<file path="src/rtl/maze_pkg.sv">
// -----------------------------------------------------------------------------
// maze_pkg
// Shared definitions for the maze navigation controller and its helpers.
//   - cmd_op_e    : command opcodes on cmd_op
//   - heading_e   : 2-bit heading taken from the top bits of the view angle
//   - nav_state_e : navigation FSM states
//   - hor_idx / ver_idx : flat bit index into the wall bitmaps
// -----------------------------------------------------------------------------
package maze_pkg;

  typedef enum logic [1:0] {
    OP_FWD  = 2'b00,
    OP_BACK = 2'b01,
    OP_ROTL = 2'b10,  // counter-clockwise, angle increases
    OP_ROTR = 2'b11   // clockwise, angle decreases
  } cmd_op_e;

  // Heading decode of angle[ANGLE_W-1 -: 2]. The opposite heading differs
  // only in the MSB, which is how a BACK move is turned into a direction.
  typedef enum logic [1:0] {
    HEAD_E = 2'b00,  // +x
    HEAD_N = 2'b01,  // -y
    HEAD_W = 2'b10,  // -x
    HEAD_S = 2'b11   // +y
  } heading_e;

  typedef enum logic [1:0] {
    STILL    = 2'b00,
    CHECK    = 2'b01,
    INIT_CAM = 2'b10,
    DRAW     = 2'b11
  } nav_state_e;

  // Bit of HOR_WALL holding the wall on the north edge of cell (x,y).
  function automatic int hor_idx(input int x, input int y, input int w);
    return y * w + x;
  endfunction

  // Bit of VER_WALL holding the wall on the west edge of cell (x,y).
  function automatic int ver_idx(input int x, input int y, input int w);
    return y * (w + 1) + x;
  endfunction

endpackage

</file>
<file path="src/rtl/maze_wall_check.sv">
// -----------------------------------------------------------------------------
// maze_wall_check
// Combinational move legality check for one step from cell (x,y).
// Parameters : MAZE_W, MAZE_H, HOR_WALL, VER_WALL (same meaning as the top).
// Inputs     : x, y     - current cell
//              heading  - facing direction (heading_e encoding)
//              back     - 1 = step opposite to the heading
// Outputs    : blocked  - step leaves the grid or crosses a wall
//              tx, ty   - target cell; equals (x,y) when the step would
//                         leave the grid
// -----------------------------------------------------------------------------
module maze_wall_check
  import maze_pkg::*;
#(
  parameter int MAZE_W = 5,
  parameter int MAZE_H = 5,
  parameter logic [(MAZE_H+1)*MAZE_W-1:0] HOR_WALL =
    {{MAZE_W{1'b1}}, {((MAZE_H-1)*MAZE_W){1'b0}}, {MAZE_W{1'b1}}},
  parameter logic [MAZE_H*(MAZE_W+1)-1:0] VER_WALL =
    {MAZE_H{{1'b1, {(MAZE_W-1){1'b0}}, 1'b1}}}
) (
  input  logic [$clog2(MAZE_W)-1:0] x,
  input  logic [$clog2(MAZE_H)-1:0] y,
  input  logic [1:0]                heading,
  input  logic                      back,
  output logic                      blocked,
  output logic [$clog2(MAZE_W)-1:0] tx,
  output logic [$clog2(MAZE_H)-1:0] ty
);

  localparam int XW  = $clog2(MAZE_W);
  localparam int YW  = $clog2(MAZE_H);
  localparam int HIW = $clog2((MAZE_H+1)*MAZE_W);
  localparam int VIW = $clog2(MAZE_H*(MAZE_W+1));

  localparam logic [XW-1:0] X_MAX = XW'(MAZE_W - 1);
  localparam logic [YW-1:0] Y_MAX = YW'(MAZE_H - 1);

  logic [1:0]     dir;
  logic           in_grid;
  logic [HIW-1:0] n_idx;
  logic [HIW-1:0] s_idx;
  logic [VIW-1:0] w_idx;
  logic [VIW-1:0] e_idx;

  // Reversing a heading flips its MSB (E<->W, N<->S).
  assign dir     = {heading[1] ^ back, heading[0]};
  assign in_grid = (x <= X_MAX) && (y <= Y_MAX);

  // Edge indices of the four sides of the current cell. They are only
  // consulted after the bounds test has passed, so every selected bit lies
  // inside the bitmap.
  assign n_idx = HIW'(hor_idx(int'(x), int'(y), MAZE_W));
  assign s_idx = HIW'(hor_idx(int'(x), int'(y) + 1, MAZE_W));
  assign w_idx = VIW'(ver_idx(int'(x), int'(y), MAZE_W));
  assign e_idx = VIW'(ver_idx(int'(x) + 1, int'(y), MAZE_W));

  always_comb begin
    blocked = 1'b1;
    tx      = x;
    ty      = y;
    if (in_grid) begin
      unique case (heading_e'(dir))
        HEAD_E: begin
          if (x != X_MAX) begin
            blocked = VER_WALL[e_idx];
            tx      = x + 1'b1;
          end
        end
        HEAD_N: begin
          if (y != '0) begin
            blocked = HOR_WALL[n_idx];
            ty      = y - 1'b1;
          end
        end
        HEAD_W: begin
          if (x != '0) begin
            blocked = VER_WALL[w_idx];
            tx      = x - 1'b1;
          end
        end
        HEAD_S: begin
          if (y != Y_MAX) begin
            blocked = HOR_WALL[s_idx];
            ty      = y + 1'b1;
          end
        end
      endcase
    end
  end

endmodule

</file>
<file path="src/rtl/maze_nav_ctrl.sv">
// -----------------------------------------------------------------------------
// maze_nav_ctrl
// Player navigation controller for the maze renderer. Accepts move/rotate
// commands, checks moves against the grid bounds and wall bitmaps, updates
// the player cell and view angle, then asks the ray-cast pipeline for a
// new frame (cam_load / draw_done).
//
// Optional build macro: MAZE_GOAL_DETECT_EN
//   Adds parameters GOAL_X/GOAL_Y and output goal_reached. Once the player
//   stands on the goal cell the flag stays set until rst and every later
//   move is rejected with a bump; rotates still work.
//
// Ports:
//   clk_in     in   system clock
//   rst        in   synchronous reset, active-high
//   cmd_valid  in   command offered
//   cmd_ready  out  controller can accept a command (high only in STILL)
//   cmd_op     in   00 forward, 01 back, 10 rotate left, 11 rotate right
//   pos_x      out  current column
//   pos_y      out  current row
//   angle      out  current view angle, full turn = 2^ANGLE_W
//   cam_load   out  one-cycle pulse: renderer latches pos/angle, starts frame
//   draw_done  in   renderer frame-complete pulse (looked at only in DRAW)
//   busy       out  high whenever the FSM is not in STILL
//   bump       out  one-cycle pulse: move rejected
//   goal_reached out  (MAZE_GOAL_DETECT_EN only) sticky goal flag
//   state_dbg  out  current FSM state
//
// Handshake: a command transfers on a rising clk_in edge where cmd_valid and
// cmd_ready are both high. cmd_ready is registered and only high in STILL,
// so nothing is queued while busy; cmd_valid may stay high and is simply
// taken at the first edge back in STILL.
//
// Timing from the accept cycle (cycle 0): cycle 1 is CHECK; in cycle 2 the
// new pos/angle is visible together with either the cam_load pulse (legal
// move, rotate) or the bump pulse and cmd_ready (rejected move).
// -----------------------------------------------------------------------------
module maze_nav_ctrl
  import maze_pkg::*;
#(
  parameter int MAZE_W = 5,
  parameter int MAZE_H = 5,
  parameter logic [(MAZE_H+1)*MAZE_W-1:0] HOR_WALL =
    {{MAZE_W{1'b1}}, {((MAZE_H-1)*MAZE_W){1'b0}}, {MAZE_W{1'b1}}},
  parameter logic [MAZE_H*(MAZE_W+1)-1:0] VER_WALL =
    {MAZE_H{{1'b1, {(MAZE_W-1){1'b0}}, 1'b1}}},
  parameter int ANGLE_W     = 8,
  parameter int ROT_STEP    = 64,
  parameter int START_X     = 0,
  parameter int START_Y     = 0,
  parameter int START_ANGLE = 0
`ifdef MAZE_GOAL_DETECT_EN
  ,
  parameter int GOAL_X      = MAZE_W - 1,
  parameter int GOAL_Y      = MAZE_H - 1
`endif
) (
  input  logic                      clk_in,
  input  logic                      rst,
  input  logic                      cmd_valid,
  output logic                      cmd_ready,
  input  logic [1:0]                cmd_op,
  output logic [$clog2(MAZE_W)-1:0] pos_x,
  output logic [$clog2(MAZE_H)-1:0] pos_y,
  output logic [ANGLE_W-1:0]        angle,
  output logic                      cam_load,
  input  logic                      draw_done,
  output logic                      busy,
  output logic                      bump,
`ifdef MAZE_GOAL_DETECT_EN
  output logic                      goal_reached,
`endif
  output nav_state_e                state_dbg
);

  localparam int XW = $clog2(MAZE_W);
  localparam int YW = $clog2(MAZE_H);

  localparam logic [XW-1:0]      START_XV = XW'(START_X);
  localparam logic [YW-1:0]      START_YV = YW'(START_Y);
  localparam logic [ANGLE_W-1:0] START_AV = ANGLE_W'(START_ANGLE);
  localparam logic [ANGLE_W-1:0] ROT_V    = ANGLE_W'(ROT_STEP);

`ifdef MAZE_GOAL_DETECT_EN
  localparam logic [XW-1:0] GOAL_XV     = XW'(GOAL_X);
  localparam logic [YW-1:0] GOAL_YV     = YW'(GOAL_Y);
  localparam logic          START_GOAL  = (START_XV == GOAL_XV) && (START_YV == GOAL_YV);
`endif

  nav_state_e state;
  nav_state_e next_state;
  cmd_op_e    op_q;

  logic              accept;
  logic              is_rot;
  logic              wc_blocked;
  logic              move_blocked;
  logic [XW-1:0]     tx;
  logic [YW-1:0]     ty;

  // Next values of the registered outputs, produced by the output process.
  logic              ready_d;
  logic              cam_d;
  logic              bump_d;
  logic              pos_upd;
  logic [ANGLE_W-1:0] angle_d;

  assign accept = cmd_valid & cmd_ready;
  assign is_rot = (op_q == OP_ROTL) || (op_q == OP_ROTR);

  maze_wall_check #(
    .MAZE_W   (MAZE_W),
    .MAZE_H   (MAZE_H),
    .HOR_WALL (HOR_WALL),
    .VER_WALL (VER_WALL)
  ) u_wall_check (
    .x       (pos_x),
    .y       (pos_y),
    .heading (angle[ANGLE_W-1 -: 2]),
    .back    (op_q == OP_BACK),
    .blocked (wc_blocked),
    .tx      (tx),
    .ty      (ty)
  );

`ifdef MAZE_GOAL_DETECT_EN
  assign move_blocked = wc_blocked | goal_reached;
`else
  assign move_blocked = wc_blocked;
`endif

  // ---------------------------------------------------------------------------
  // FSM: state register
  // ---------------------------------------------------------------------------
  always_ff @(posedge clk_in) begin
    if (rst) begin
      state <= INIT_CAM;
    end else begin
      state <= next_state;
    end
  end

  // ---------------------------------------------------------------------------
  // FSM: next-state logic
  // INIT_CAM is left only once cam_load has actually been high. After reset
  // the state is INIT_CAM with cam_load still low, so the first post-reset
  // cycle spends one extra INIT_CAM cycle to raise the pulse.
  // ---------------------------------------------------------------------------
  always_comb begin
    next_state = state;
    unique case (state)
      STILL:    if (accept) next_state = CHECK;
      CHECK:    next_state = (is_rot || !move_blocked) ? INIT_CAM : STILL;
      INIT_CAM: if (cam_load) next_state = DRAW;
      DRAW:     if (draw_done) next_state = STILL;
    endcase
  end

  // ---------------------------------------------------------------------------
  // FSM: output logic (next values of the registered outputs)
  // ---------------------------------------------------------------------------
  always_comb begin
    ready_d = (next_state == STILL);
    cam_d   = (next_state == INIT_CAM);
    bump_d  = 1'b0;
    pos_upd = 1'b0;
    angle_d = angle;
    if (state == CHECK) begin
      unique case (op_q)
        OP_ROTL: angle_d = angle + ROT_V;
        OP_ROTR: angle_d = angle - ROT_V;
        OP_FWD, OP_BACK: begin
          bump_d  = move_blocked;
          pos_upd = !move_blocked;
        end
      endcase
    end
  end

  // ---------------------------------------------------------------------------
  // Registered outputs and command capture
  // ---------------------------------------------------------------------------
  always_ff @(posedge clk_in) begin
    if (rst) begin
      op_q      <= OP_FWD;
      pos_x     <= START_XV;
      pos_y     <= START_YV;
      angle     <= START_AV;
      cmd_ready <= 1'b0;
      cam_load  <= 1'b0;
      bump      <= 1'b0;
    end else begin
      if (accept) begin
        op_q <= cmd_op_e'(cmd_op);
      end
      if (pos_upd) begin
        pos_x <= tx;
        pos_y <= ty;
      end
      angle     <= angle_d;
      cmd_ready <= ready_d;
      cam_load  <= cam_d;
      bump      <= bump_d;
    end
  end

`ifdef MAZE_GOAL_DETECT_EN
  always_ff @(posedge clk_in) begin
    if (rst) begin
      goal_reached <= START_GOAL;
    end else if (pos_upd && (tx == GOAL_XV) && (ty == GOAL_YV)) begin
      goal_reached <= 1'b1;
    end
  end
`endif

  assign busy      = (state != STILL);
  assign state_dbg = state;

endmodule

</file>
<file path="config.mk">
export PLATFORM = sky130hd
export DESIGN_NAME = maze_nav_ctrl
export DESIGN_NICKNAME = d
export VERILOG_FILES = /design/src/rtl/maze_pkg.sv /design/src/rtl/maze_wall_check.sv /design/src/rtl/maze_nav_ctrl.sv
export SDC_FILE = /design/constraint.sdc
export NUM_CORES = 1
export LEC_CHECK = 0
export BUFFER_PORTS_ARGS = -buffer_cell sky130_fd_sc_hd__buf_2
export CAP_MARGIN = 15
export CORE_AREA = 2 2 64 60
export DETAILED_ROUTE_END_ITERATION = 8
export DIE_AREA = 0 0 66 62
export MAX_ROUTING_LAYER = met4
export PLACE_DENSITY_LB_ADDON = 0.12
export SYNTH_ARGS = -nofsm -noshare
export SYNTH_HDL_FRONTEND = slang
export SYNTH_SLANG_ARGS = --single-unit
</file>
<file path="constraint.sdc">
create_clock -name clk_in -period 9.6 [get_ports clk_in]
set_clock_uncertainty 0.1 [all_clocks]
set_input_delay 0.48 -clock clk_in [delete_from_list [all_inputs] [get_ports clk_in]]
set_output_delay 0.48 -clock clk_in [all_outputs]
set_load 0.01 [all_outputs]
</file>
==> impl_metrics.ini, run 1 <==
[run_status]
status = finished clean

[synthesis]
synth_async_sr_flop_share_pct = 0
ys_seq_elements = 15
avgSynthCellArea_sq_um = 9.03
synth_edf_count = 0
synthFlopType = dfxtp_1
syn_inst = 205
yosysTopAreaCellShare_pct = 19.6
synth_area_leaders = ha_1, dfxtp_1, fa_1
netlist-cell-type-count = 47
syn_area_sq_um = 1850
yosys_warnings = 0
ys_seq_area_share_pct = 16.2
synth.largest_area_cell = ha_1

[sta]
fin_crit_sh_pct = 39.5
setup_violations = 0
worstMarginPinSlew_ps = 607
rsz0062_at_grt = false
max_slew_margin_pct = 59.0
drv_slew = 0
tns_ps = 0
finalHoldViolations = 0
fin_crit_ps = 3790
max_freq_ghz = 0.264
whs_ps = 384

[clocking]
cts_hold_buf = 0
clk_pin_slew_ps = 70
clk_latency_ps = 250
postCtsSetupBuffers = 0
numCtsBuffers = 3
cts_num_sinks = 15
cts.root.buffer_cell = clkbuf_8
cts_buffer_depth = 2
htree_levels = 1
tritoncts = built
post_cts_resized = 0

[place]
gp_congestion = 0.863
portBuffers = 19
dp_hpwl_mm = 3.01

[pwr]
vdd_drop_max_mv = 0.0674
p_leak_nw = 0.928
p_per_area_nw_per_um2 = 61.9

[floorplan]
die_y_um = 62
rows = 21
fp.dieW_um = 66
core_sq_um = 3520
die-area_sq_um = 4090
initial_core_util_pct = 52.6
io_pins = 26

[setup_path]
worstPathCellList = inv_1 -> ha_1 -> ha_1 -> ha_1 -> ha_1 -> xnor2_1 -> or2_2 -> mux2_2 -> a211oi_2 -> o41ai_2 -> and3b_1
start_kind = flip-flop
endpoint_kind = flip-flop
reg2reg_from = pos_y[0]$_SDFFE_PP0P_
worst-path-max-fanout = 10
crit_start = pos_y[0]$_SDFFE_PP0P_
cp_common_cell = ha_1
cp_slowest_cell = dfxtp_1
cpPeakStageDelay_ps = 580
path_class = flip-flop to flip-flop
r2r_cells = 11
required_ps = 9700
cp_data_arrival_time_ps = 3890

[route]
post-route-drc-count = 0
ant_nets = 0
via_per_inst = 5.51
via_count = 1489
wl_mm = 3.75
drt-pass1-iter-count = 4
wire_per_inst_um = 13.9
drtIter0Drc = 73

[hold_path]
hp-start = cmd_op[1]
holdPathStages = 3
hp-class = input pin to flip-flop

[grt]
grt_use_total_pct = 20.4
grt_pass1_wl_mm = 6.25
grt_overflow = 0
grt_start_max_net_pins = 15
antenna_found_initial = 0
grt_pass1_vias = 1440

[final_layout]
final_common_cell = ha_1
drive_above_1_share_pct = 19.2
fill_cells = 347
mostFrequentLayoutCells = ha_1, buf_2, xnor2_1, dfxtp_1
insertedDiodeCount = 0
fin_nets = 267
syn_to_final_growth_pct = 8.31

[run]
maxCapViolations = 0
[metal layers]
layer  vias to the layer above  part of all wire (%)  wire length [um]  track usage (%)
met5                         -                     0                 0                -
met4                         0                  0.91                34             2.92
met3                         4                   3.5               131             3.78
met2                        37                    50              1870             36.7
met1                       706                    46              1720             24.9
li1                        742                     -                 -                -
[logic make-up (layout without fill, tap and decap cells)]
kind of cell               Yosys count  after routing  synth area share, %
other                                1              6                0.203
AOI/OAI and AO/OA                   37             37                 14.0
buffers and inverters               20             34                 5.68
muxes                                8              8                 5.27
and+or+nand+nor                     65             65                 19.6
adders and majority gates           36             36                 27.2
xor gates and xnor gates            23             23                 11.9
DFF                                 15             15                 16.2
[stage by stage]
stage / worst slack (ps) / instances / area, sq um / util [%] / power [mW]
floorplan: 6100 / 210 / 1870 / - / 0.0723
detailed placement: 5800 / 266 / 1960 / 55.7 / 0.0735
global placement: 5880 / 266 / 1960 / 55.7 / 0.0733
finish: 5810 / 270 / 2010 / 57.0 / 0.124
global route: 5620 / 270 / 2010 / 57.0 / 0.130
CTS: 5790 / 270 / 2010 / 57.0 / 0.126
[synthesized netlist by cell type (2+ instances only)]
| library cell | number |
|---|---|
| xnor2_1 | 16 |
| xor2_1 | 6 |
| and2_1 | 2 |
| mux2_2 | 4 |
| nor3_1 | 5 |
| clkbuf_1 | 2 |
| inv_1 | 11 |
| or3_1 | 3 |
| a21oi_1 | 14 |
| nor2b_1 | 5 |
| buf_4 | 6 |
| dfxtp_1 | 15 |
| or2_2 | 5 |
| nand3_1 | 7 |
| mux2i_1 | 3 |
| nand2_1 | 14 |
| fa_1 | 7 |
| o21ai_0 | 7 |
| nand2b_1 | 2 |
| a21o_1 | 5 |
| ha_1 | 29 |
| nor2_1 | 12 |
[sequential cells by signal, summed over array words and instances (netlist names)]
register / count
cmd_ready: 1
pos_y: 3
bump: 1
angle: 2
op_q: 2
state_dbg: 2
pos_x: 3
cam_load: 1
[path summary, 6_finish.rpt]
path | endpoint | slack (ps)
worst max-delay path | cmd_ready$_SDFF_PP0_ | 5810
worst min-delay path | op_q[1]$_SDFFE_PP0P_ | 380
worst max register to register | cmd_ready$_SDFF_PP0_ | 5810
worst min register to register | op_q[1]$_SDFFE_PP0P_ | 410
[worst max-delay path, delay by kind of cell (launching register included)]
kind | cells | cell delay, ps
muxes | 1 | 310
buffers and inverters | 1 | 190
DFF | 1 | 580
and+or+nand+nor | 2 | 500
adders and majority gates | 4 | 1440
AOI/OAI and AO/OA | 2 | 460
xor gates and xnor gates | 1 | 150
[area by class of cell]
type,instances,area [sq um],share of cell area (%)
Multi-Input combinational cell,175,1470,73.1
Sequential cell,15,300,15.0
Timing Repair Buffer,19,95.1,4.74
Tap cell,46,57.6,2.87
Clock buffer,3,41.3,2.06
Inverter,11,41.3,2.06
Clock inverter,1,5.00,0.250
[report_power, final]
part           internal [mW]  switching (mW)  total (mW)  leakage, nW
Sequential            0.0632         0.00102      0.0642        0.121
Clock                 0.0288          0.0233      0.0520       0.0255
Combinational        0.00311         0.00480     0.00791        0.781
Note: power is estimated with default switching activity, not from simulation.
==> run 2: changes to the inputs <==
- clock period: 9.6 -> 3.49 ns (I/O delays scaled with it)
==> impl_metrics.ini, run 2 (synthesis gave the netlist of run 1 again) <==
[sta]
max_slew_margin_pct = 56.0
finalWorstSetupSlack_ps = 138
finalHoldViolations = 0
drv_slew = 0
fin_crit_sh_pct = 96.0
worstMarginPinSlew_ps = 655
fin_crit_ps = 3350
setup_violations = 0
max_freq_ghz = 0.298

[grt]
grt_use_total_pct = 20.7
grt_pass1_wl_mm = 6.32
grt_overflow = 0
grt_start_max_net_pins = 15
antenna_found_initial = 0
grt_pass1_vias = 1404

[pwr]
p_total_mw = 0.340
p_leak_nw = 1.01
p_per_area_nw_per_um2 = 157
vdd_drop_max_mv = 0.202

[clocking]
clk_pin_slew_ps = 70
tritoncts = built
post_cts_resized = 0
clk_latency_ps = 250
cts_buffer_depth = 2
numCtsBuffers = 3
cts_num_sinks = 15
cts.root.buffer_cell = clkbuf_8
cts_hold_buf = 0
postCtsSetupBuffers = 0
htree_levels = 1

[final_layout]
final-seq-area_sq_um = 307
insertedDiodeCount = 0
final_common_cell = ha_1
fill_cells = 317
multi_input_area_sq_um = 1520
design_area_sq_um = 2170
fin_cells = 284
drive_above_1_share_pct = 27.7
reg.largest.list = pos_x (3), pos_y (3)
utilization_pct = 61.6
mostFrequentLayoutCells = ha_1, buf_2
fin_nets = 281
syn_to_final_growth_pct = 17.2

[place]
portBuffers = 19
numPlacedInstances = 280
post-place-ws_ps = 38.8
gp_congestion = 0.815
place_area_sq_um = 2070
dp_hpwl_mm = 3.15

[hold_path]
hp-class = input pin to flip-flop

[floorplan]
die-area_sq_um = 4090
die_y_um = 62
rows = 21
initial_core_util_pct = 52.6
fp.dieW_um = 66
io_pins = 26
core_sq_um = 3520

[setup_path]
cp_data_arrival_time_ps = 3410
start_kind = flip-flop
endpoint_kind = flip-flop
r2r_slack_ps = 140
required_ps = 3550
worst-path-max-fanout = 6
path_class = flip-flop to flip-flop

[route]
via_count = 1529
ant_nets = 0
post-route-drc-count = 0
drtIter0Drc = 47
via_per_inst = 5.38
wl_mm = 3.97
wire_per_inst_um = 14.0
drt-pass1-iter-count = 4

[run]
maxCapViolations = 0

[run_status]
status = finished clean
## run 2: changes by cell type in the layout (fill, tap and decap cells not counted), moves of 2 or more
cell	change
buf_4	+14
dfxtp_1	-3
dfxtp_2	+2
ha_1	-2
xnor2_1	-2
xnor2_2	+2
## run 2: stage by stage
| step | TNS (ps) | hold slack [ps] |
|---|---|---|
| global placement | 0 | 327 |
| detailed placement | 0 | 350 |
| global route | -59.5 | 88.1 |
| finish | 0 | 81.5 |
| floorplan | 0 | 144 |
| CTS | 0 | 83.8 |
## run 2: cell type report
class / instances / area share (%)
multi-input cells: 175 / 70.0
flip-flops and latches: 15 / 14.1
repair buffers: 33 / 9.23
well taps: 46 / 2.65
clock buffers: 3 / 1.90
inverters: 11 / 1.90
clock inverters: 1 / 0.231
## run 2: worst paths after layout
path                                            start                   end  cells past startpoint
worst max-delay path            pos_y[1]$_SDFFE_PP0P_       bump$_SDFF_PP0_                     12
worst min-delay path                        cmd_op[1]  op_q[1]$_SDFFE_PP0P_                      3
worst max register to register  pos_y[1]$_SDFFE_PP0P_       bump$_SDFF_PP0_                     12
worst min register to register   cmd_ready$_SDFF_PP0_  op_q[1]$_SDFFE_PP0P_                      2
## run 2: report_power, final
group,internal (mW),switching (mW)
clock,0.0790,0.0632
combinational,0.00864,0.0132
sequential,0.173,0.00290
## run 2: metal layers
layer	wire length [um]	GRT usage [%]	vias up
li1	-	-	771
met1	1920	27.6	735
met2	1940	35.1	21
met3	102	2.70	2
met4	12	2.62	0
met5	0	-	-
## run 2: critical path: stages, from the launching register on
cell      delay (ps)
dfxtp_4          370
buf_4            160
ha_1             180
and2_1           150
ha_1             270
ha_1             290
ha_1             330
xnor2_1          160
or2_2            290
mux2_2           320
a211oi_4         300
nor3_1            90
nor3b_1          230
